### src/rtl/regfile_alu_datapath_if.sv
// Operation/result bundle between the control FSMs and regfile_alu_datapath.
// Master issues one ALU operation per cycle; slave is the datapath.
interface regfile_alu_datapath_if;
   logic [7:0]  alu_op;
   logic [7:0]  muxes;
   logic [15:0] regs_en;
   logic [15:0] imm;
   logic [15:0] result;
   logic [15:0] result_q;
   logic [4:0]  flags;
   logic [3:0]  dbg_sel;
   logic [15:0] dbg_data;

   modport master (
      output alu_op, muxes, regs_en, imm, dbg_sel,
      input  result, result_q, flags, dbg_data
   );

   modport slave (
      input  alu_op, muxes, regs_en, imm, dbg_sel,
      output result, result_q, flags, dbg_data
   );
endinterface

### src/rtl/regfile_alu_datapath.sv
// 16x16 register file, operand muxes, 8-bit-opcode ALU, PSR flags and display latch.
// Optional DATAPATH_FLAGS_EN: enables PSR flags {C,L,F,Z,N}, ADDC carry-in and CMP/CMPI.
module regfile_alu_datapath #(
   parameter int unsigned DATA_W    = 16,
   parameter logic [15:0] REG_RESET = 16'h0000
) (
   input  logic             clk,
   input  logic             reset,
   regfile_alu_datapath_if.slave bus
);

   typedef enum logic [3:0] {
      OP_NONE, OP_ADD, OP_ADDU, OP_ADDC, OP_SUB, OP_CMP,
      OP_AND, OP_OR, OP_XOR, OP_MOV, OP_LSH, OP_LUI
   } op_e;

`ifdef DATAPATH_FLAGS_EN
   localparam int unsigned SW = DATA_W + 1;
`else
   localparam int unsigned SW = DATA_W;
`endif

   logic [DATA_W-1:0] regs [16];
   logic [DATA_W-1:0] a, b, res, shifted, result_q_r;
   logic [SW-1:0]     sum, diff;
   logic [4:0]        sh, sh_mag;
   logic              use_imm, cin, wr_ok;
   op_e               op;

   always_comb begin
      op      = OP_NONE;
      use_imm = 1'b0;
      case (bus.alu_op)
         8'h05: op = OP_ADD;
         8'h50: begin op = OP_ADD;  use_imm = 1'b1; end
         8'h06: op = OP_ADDU;
         8'h60: begin op = OP_ADDU; use_imm = 1'b1; end
         8'h07: op = OP_ADDC;
         8'h70: begin op = OP_ADDC; use_imm = 1'b1; end
         8'h09: op = OP_SUB;
         8'h90: begin op = OP_SUB;  use_imm = 1'b1; end
`ifdef DATAPATH_FLAGS_EN
         8'h0B: op = OP_CMP;
         8'hB0: begin op = OP_CMP;  use_imm = 1'b1; end
`endif
         8'h01: op = OP_AND;
         8'h10: begin op = OP_AND;  use_imm = 1'b1; end
         8'h02: op = OP_OR;
         8'h20: begin op = OP_OR;   use_imm = 1'b1; end
         8'h03: op = OP_XOR;
         8'h30: begin op = OP_XOR;  use_imm = 1'b1; end
         8'h0D: op = OP_MOV;
         8'hD0: begin op = OP_MOV;  use_imm = 1'b1; end
         8'h84: op = OP_LSH;
         8'h80: begin op = OP_LSH;  use_imm = 1'b1; end
         8'hF0: begin op = OP_LUI;  use_imm = 1'b1; end
         default: ;
      endcase
   end

   // Reads see the pre-edge register contents; there is no write-to-read bypass.
   always_comb begin
      a = regs[bus.muxes[7:4]];
      b = use_imm ? bus.imm : regs[bus.muxes[3:0]];
   end

`ifdef DATAPATH_FLAGS_EN
   logic [4:0] flags_q;
   always_comb cin = (op == OP_ADDC) ? flags_q[4] : 1'b0;
`else
   always_comb cin = 1'b0;
`endif

   // Shift amount is a signed 5-bit value; a right shift by 16 yields 0 naturally.
   always_comb begin
      sh      = b[4:0];
      sh_mag  = sh[4] ? (5'd0 - sh) : sh;
      shifted = sh[4] ? (a >> sh_mag) : (a << sh_mag);
      sum     = SW'(a) + SW'(b) + SW'(cin);
      diff    = SW'(a) - SW'(b);
   end

   always_comb begin
      res = '0;
      case (op)
         OP_ADD, OP_ADDU, OP_ADDC: res = sum[DATA_W-1:0];
         OP_SUB, OP_CMP:           res = diff[DATA_W-1:0];
         OP_AND:                   res = a & b;
         OP_OR:                    res = a | b;
         OP_XOR:                   res = a ^ b;
         OP_MOV:                   res = b;
         OP_LSH:                   res = shifted;
         OP_LUI:                   res = {bus.imm[7:0], 8'h00};
         default:                  res = '0;
      endcase
   end

   always_comb wr_ok = (op != OP_NONE) && (op != OP_CMP);

   always_ff @(posedge clk) begin
      if (!reset) begin
         for (int unsigned i = 0; i < 16; i++) regs[i] <= REG_RESET;
         result_q_r <= '0;
      end else if (wr_ok) begin
         for (int unsigned i = 0; i < 16; i++)
            if (bus.regs_en[i]) regs[i] <= res;
         if (|bus.regs_en) result_q_r <= res;
      end
   end

`ifdef DATAPATH_FLAGS_EN
   // flags_q = {C, L, F, Z, N}; each op touches only its own subset.
   always_ff @(posedge clk) begin
      if (!reset) begin
         flags_q <= '0;
      end else begin
         case (op)
            OP_ADD, OP_ADDC: begin
               flags_q[4] <= sum[DATA_W];
               flags_q[2] <= (a[DATA_W-1] == b[DATA_W-1]) && (sum[DATA_W-1] != a[DATA_W-1]);
            end
            OP_SUB: begin
               flags_q[4] <= diff[DATA_W];
               flags_q[2] <= (a[DATA_W-1] != b[DATA_W-1]) && (diff[DATA_W-1] != a[DATA_W-1]);
            end
            OP_CMP: begin
               flags_q[3] <= diff[DATA_W];
               flags_q[1] <= (a == b);
               flags_q[0] <= ($signed(a) < $signed(b));
            end
            default: ;
         endcase
      end
   end
   assign bus.flags = flags_q;
`else
   assign bus.flags = '0;
`endif

   assign bus.result   = res;
   assign bus.result_q = result_q_r;
   assign bus.dbg_data = regs[bus.dbg_sel];

endmodule

### src/flat_wrapper.sv
// flat-port wrapper written by rule: the top's interface ports become plain ports
module regfile_alu_datapath_flat 
#(
   parameter int unsigned DATA_W    = 16,
   parameter logic [15:0] REG_RESET = 16'h0000
)
  (clk, reset, bus_alu_op, bus_muxes, bus_regs_en, bus_imm, bus_dbg_sel, bus_result, bus_result_q, bus_flags, bus_dbg_data);
  regfile_alu_datapath_if bus_i ();
  input  logic clk;
  input  logic reset;
  input wire logic [$bits(bus_i.alu_op)-1:0] bus_alu_op;
  input wire logic [$bits(bus_i.muxes)-1:0] bus_muxes;
  input wire logic [$bits(bus_i.regs_en)-1:0] bus_regs_en;
  input wire logic [$bits(bus_i.imm)-1:0] bus_imm;
  input wire logic [$bits(bus_i.dbg_sel)-1:0] bus_dbg_sel;
  output wire logic [$bits(bus_i.result)-1:0] bus_result;
  output wire logic [$bits(bus_i.result_q)-1:0] bus_result_q;
  output wire logic [$bits(bus_i.flags)-1:0] bus_flags;
  output wire logic [$bits(bus_i.dbg_data)-1:0] bus_dbg_data;
  assign bus_i.alu_op = bus_alu_op;
  assign bus_i.muxes = bus_muxes;
  assign bus_i.regs_en = bus_regs_en;
  assign bus_i.imm = bus_imm;
  assign bus_i.dbg_sel = bus_dbg_sel;
  assign bus_result = bus_i.result;
  assign bus_result_q = bus_i.result_q;
  assign bus_flags = bus_i.flags;
  assign bus_dbg_data = bus_i.dbg_data;
  regfile_alu_datapath #(.DATA_W(DATA_W), .REG_RESET(REG_RESET)) u_core (.clk(clk), .reset(reset), .bus(bus_i));
endmodule
### config.mk
export PLATFORM = sky130hd
export DESIGN_NAME = regfile_alu_datapath_flat
export DESIGN_NICKNAME = d
export VERILOG_FILES = /design/src/rtl/regfile_alu_datapath_if.sv /design/src/rtl/regfile_alu_datapath.sv /design/src/flat_wrapper.sv
export SDC_FILE = /design/constraint.sdc
export NUM_CORES = 1
export LEC_CHECK = 0
export ABC_AREA = 0
export CORE_MARGIN = 2
export CORE_UTILIZATION = 55
export DETAILED_ROUTE_END_ITERATION = 8
export PLACE_DENSITY = 0.74
export SLEW_MARGIN = 30
export SYNTH_ARGS = -nofsm -noshare
export SYNTH_HDL_FRONTEND = slang
export SYNTH_SLANG_ARGS = --single-unit
### constraint.sdc
create_clock -name clk -period 6.5 [get_ports clk]
set_clock_uncertainty 0.05 [all_clocks]
set_input_delay 0.65 -clock clk [delete_from_list [all_inputs] [get_ports clk]]
set_output_delay 0.65 -clock clk [all_outputs]
set_load 0.01 [all_outputs]
Word level (Yosys, flattened, before mapping)
Memories as Yosys holds them, arrays and structs flattened.
Cells that the tools add are included.
W data, S select, Z words.
Word-level totals
  register bits after elaboration: 16
  bits in read-only memories: 0
  input port bits: 54
  RAM bits: 256
  logic and storage cells: 160
  bits in latches: 0
  output and inout bits: 53
  memories kept: 1
Cells by class
  add/subtract/negate cells: 3
  reduce and logical (&&, ||, !) cells: 16
  eq/ne operators: 31
  multipliers: 0
  order comparisons: 0
  bitwise logic cells: 19
  shifts and indexed selects: 2
  div/mod/pow operators: 0
  multiplexer cells: 87
Memory list
  u_core.regs: words 16, bits a word 16, rd ports 3, clocked after Yosys merged registers in 0, write ports 16, line regfile_alu_datapath.sv:23  | logic [DATA_W-1:0] regs [16];
Operators by type and width (number)
  $mux W16: 18
  $pmux W16 S8: 1
  $mux W1: 66
  $eq A8 B8 Y1 const B: 5
  $pmux W4 S10: 1
  $eq A8 B3 Y1 const B: 3
  $eq A8 B7 Y1 const B: 3
  $reduce_or A2 Y1: 10
  $add A16 B16 Y16: 1
  $and A16 B16 Y16: 1
  $eq A4 B3 Y1 const B: 4
  $eq A4 B4 Y1 const B: 4
  $eq A8 B2 Y1 const B: 2
  $eq A8 B4 Y1 const B: 2
  $eq A8 B6 Y1 const B: 2
  $or A1 B1 Y1: 16
  $or A16 B16 Y16: 1
  $reduce_or A16 Y1: 1
  $shl A16 B5 Y16: 1
  $shr A16 B5 Y16: 1
  $sub A16 B16 Y16: 1
  $xor A16 B16 Y16: 1
  $reduce_or A10 Y1: 1
  $eq A4 B2 Y1 const B: 2
  10 further kinds: 10

Depth between registers and ports, before layout
  depth in word-level cells: 10
  mapped depth: 26
  depth with buffers taken out: 20

Least setup slack after synthesis
No wires, ideal clock.
  path kind: input to output
  from: in bus_muxes[1]
  to: out bus_result[14]
  stages: 25
  setup slack: 416 ps
  path buffers: 5
  data required time: 5800 ps
  arrival: 5384 ps
  cell sequence: buf_4 -> mux4_2 -> mux2_2 -> a22oi_4 -> a21oi_2 -> inv_2 -> buf_4 -> buf_4 -> ha_1 -> clkbuf_1 -> and3_1 -> ha_1 -> nand2_1 -> o21ai_0 -> ha_1 -> nand2_1 -> a21oi_1 -> o21a_1 -> o21a_1 -> o311a_1 -> nor3_1 -> nor3b_1 -> nor4_2 -> buf_6 -> inv_2
On the way
  cells in the longest elaborated chain, start to end: 7
  elaborated cells between the ends (all ways): 13
  classes of those cells: 3 x add/sub; 2 x shift; 4 x mux; 3 x bitwise; 1 x memory
RTL lines
  start: declaration: line flat_wrapper.sv:12  | input wire logic [$bits(bus_i.muxes)-1:0] bus_muxes;
  $mem_v2 Z16 W16 *
  $mux W16 *: line regfile_alu_datapath.sv:64  | b = use_imm ? bus.imm : regs[bus.muxes[3:0]];
  $sub A1 B5 Y5: line regfile_alu_datapath.sv:77  | sh_mag = sh[4] ? (5'd0 - sh) : sh;
  $mux W5: line regfile_alu_datapath.sv:77
  $shl A16 B5 Y16 / $shr A16 B5 Y16 (equally long branches): line regfile_alu_datapath.sv:78  | shifted = sh[4] ? (a >> sh_mag) : (a << sh_mag);
  $mux W16: line regfile_alu_datapath.sv:78
  $pmux W16 S8 *: line regfile_alu_datapath.sv:85  | case (op)
  end: declaration: line flat_wrapper.sv:16  | output wire logic [$bits(bus_i.result)-1:0] bus_result;
Every way passes the cells marked *; elsewhere a longest branch is shown, timed or not.

Worst setup path after layout
Ends and elaborated chain as after synthesis.

==> run summary <==
Psw: 0.00187 W
antenna viol nets, final: 0
H-Tree Depth: 1
sequential area share after synthesis: 39.8%
drt pass-1 iters: 7
Nets: 1999
Critical Setup Path Class: primary input to output pin
# setup viols final: 1
clock sink count: 272
min-delay src: u_core.bus.result_q[10]
crit path DAT: 5.81 ns
Die Y: 195 um
Synth Area in Compound Gates: 14.2%
CTS buffer count: 27
top cells by area, synth: edfxtp_1 38%, mux4_2 23%, ha_1 3.4%, mux2i_1 3.2%, a21oi_1 3.1%
startpoint types: primary input
num ports: 107
Design Power: 0.00564 W
failing checks: setup timing
Final TNS setup: -0.00531 ns
core box area: 36300 um^2
DRC Markers: 0
most common cell after layout, fill and taps aside: edfxtp_1
commonest non-fill, non-tap cells in the layout: 256 x edfxtp_1, 219 x buf_4, 204 x mux4_2
EDFF count, synth: 256
Final Cycle Share: 100%
width of the die: 195 um
routed vias/inst: 7.60
simple-gate area share of the yosys netlist: 9.37%
CP Max Fanout: 6
layout cell share with drive strength beyond 1: 31.7%
CP peak stage delay: 0.50 ns
ys async rst share: 0%
synthesized area: 20100 um^2
Initial Util: 55.3%
Buffers on Ports: 101
die area: 38100 um^2
Worst Reg-to-Reg Cells: 19
power per standard cell area: 235 nW/um^2
CP Capture Type: output pin
crit path time final: 6.51 ns
worst min-delay path class: flip-flop to flip-flop
syn_area_per_cell: 12.0 um^2
row cnt: 70
cells along the critical path: clkdlybuf4s50_1 > buf_6 > mux4_2 > mux2_2 > a22o_1 > buf_4 > nor4_4 > o211ai_1 > nor3_2 > nor2_1 > xnor2_2 > ha_1 > a21oi_2 > nand2_2 > a21oi_1 > a21oi_1 > o311a_1 > nor3_1 > nor3b_1 > buf_4 > nor4_4 > buf_6 > inv_2 > dlygate4sd2_1
drt total wl: 83.0 mm
vias in the first global route: 17623
multiplexer share of the synthesized area: 27.1%
leakage power: 8.94 nW
Worst EP required: 5.80 ns
total grt overflow: 0
worst r2r dst: u_core.regs[15][15]
Int Power: 0.00377 W
Root Driver: clkbuf_16
HPWL Detailed: 58.4 mm
fin util: 66.1%
post-synth cell types: 90
via count: 18083
initial antenna violation count: 4
latest clock arrival within the worst-skew pair: 0.56 ns
switching part of the total: 33.2%
cell accounting for the most synthesized area: edfxtp_1
CTS tree: yes
Clock Path Buffers: 3
Hold Fails Final Rpt: 0
Slew HR: 28.0%
CP max stage cell: mux4_2
Post-Synth Adder-Cell Area: 3.52%
largest net degree at the start of global routing: 48
Slew @ Worst Pin: 1.08 ns
Yosys reg bits: 272
Worst VDD drop: 0.000297 V
area fraction of the dominant cell type after synthesis: 38.2%
area grow syn2layout: 19.4%
largest family of logic cells by synthesized area: multiplexers
Synth Flop Type: edfxtp_1
RD Place Congestion: 1.07
achievable frequency: 0.154 GHz
Max Cap Violations: 0
Iter 0 DRT Violations: 2893
RSZ-0062 raised after global routing: yes
fin worst setup slack: -0.00531 ns
global-route wire length before repair: 119 mm
total track usage: 43.4%
r2r startpoint: u_core.regs[3][3]
Post-Synth XOR/XNOR Area: 1.18%
synthesis warning total: 0
Hold Path End: u_core.bus.result_q[10]
R2R Setup Slk: 0.98 ns
Slew Limit Fails: 0
status: finished, violations left
Sequential Power Share: 37.0%
worst hold path depth: 2
Gate Count Post-Synth: 1676
Clock Power Share: 29.2%
wire per inst: 34.9 um
Comb power frac: 33.8%
CTS hold repair buffers: 0
Reg clk slew, reported paths: 0.07 ns
## worst max-delay path, delay by kind of cell
family | cells | cell delay, ns
buffers and inverters | 7 | 1.50
and+or+nand+nor | 7 | 1.20
AOI/OAI and AO/OA | 6 | 1.13
muxes | 2 | 0.81
adders and majority gates | 1 | 0.34
xor gates and xnor gates | 1 | 0.15
## flip-flops by register name, summed over array words and instances (netlist names)
name / flops
u_core.regs: 256
u_core.bus.result_q: 16
## layout make-up
class	count	area (um^2)
diodes	3	7.51
clock buffers	32	694
clock inverters	17	213
fillers	2680	12300
inverters	69	259
multi-input cells	1192	11400
flip-flops and latches	272	8010
well taps	468	586
repair buffers	327	2800
## cells in the mapped netlist, types with 16 or more instances
cell type,count
edfxtp_1,256
mux4_2,204
nor2_1,155
a21oi_1,125
nand2_1,79
o21ai_0,75
clkbuf_1,68
mux2i_1,64
ha_1,55
inv_1,53
buf_2,44
nand3_1,32
o211ai_1,31
o21ai_1,21
o22ai_1,21
xnor2_1,20
a211oi_1,18
nor3_1,17
buf_1,16
dfxtp_1,16
## timing repair
action	CTS	global route
setup buffers	3	4
pin swaps	11	17
gates resized for setup	19	28
setup endpoints to repair	8	12
## layer usage
metal	track usage [%]	part of all wire [%]	up-vias
met5	0.894	0.047	-
met4	29.4	8.6	2
met3	10.9	14	459
met2	67.5	45	1697
met1	53.8	33	8792
li1	-	-	7133
## stage by stage
step | cells | hold WS (ns) | setup WS [ns] | area (um^2)
CTS | 2373 | 0.497 | -0.00298 | 23800
global route | 2377 | 0.533 | -0.174 | 24000
detailed placement | 2321 | 0.478 | -0.284 | 22900
finish | 2380 | 0.491 | -0.00531 | 24000
floorplan | 1680 | 0.468 | 0.416 | 20100
global placement | 2321 | 0.473 | -0.245 | 22800
## worst max path at each step
stage | slack [ns] | from | end | cells after the start
detailed placement | -0.28 | bus_muxes[1] | bus_result[14] | 22
floorplan | 0.42 | bus_muxes[1] | bus_result[14] | 25
finish | -0.005 | bus_muxes[1] | bus_result[14] | 24
global placement | -0.24 | bus_muxes[1] | bus_result[14] | 22
CTS | -0.003 | bus_muxes[1] | bus_result[8] | 22
global route | -0.17 | bus_muxes[1] | bus_result[14] | 27
## power by group through the flow
stage	logic, W	registers (W)	clock network, W
after global placement	0.00178	0.00210	0
after global routing	0.00199	0.00209	0.00170
final	0.00191	0.00209	0.00165
after detailed placement	0.00179	0.00211	0
after floorplan	0.00105	0.00209	0
after CTS	0.00182	0.00208	0.00164
## kinds of logic after synthesis
logic type	count (synthesis)
AO/OA/AOI/OAI	431
adder cells (fa/ha/maj)	56
buffers and inverters	216
other	1
XOR/XNOR	27
flip-flops	272
multiplexers	282
AND/OR/NAND/NOR	391
No activity file was read; power rests on OpenSTA's default activity.
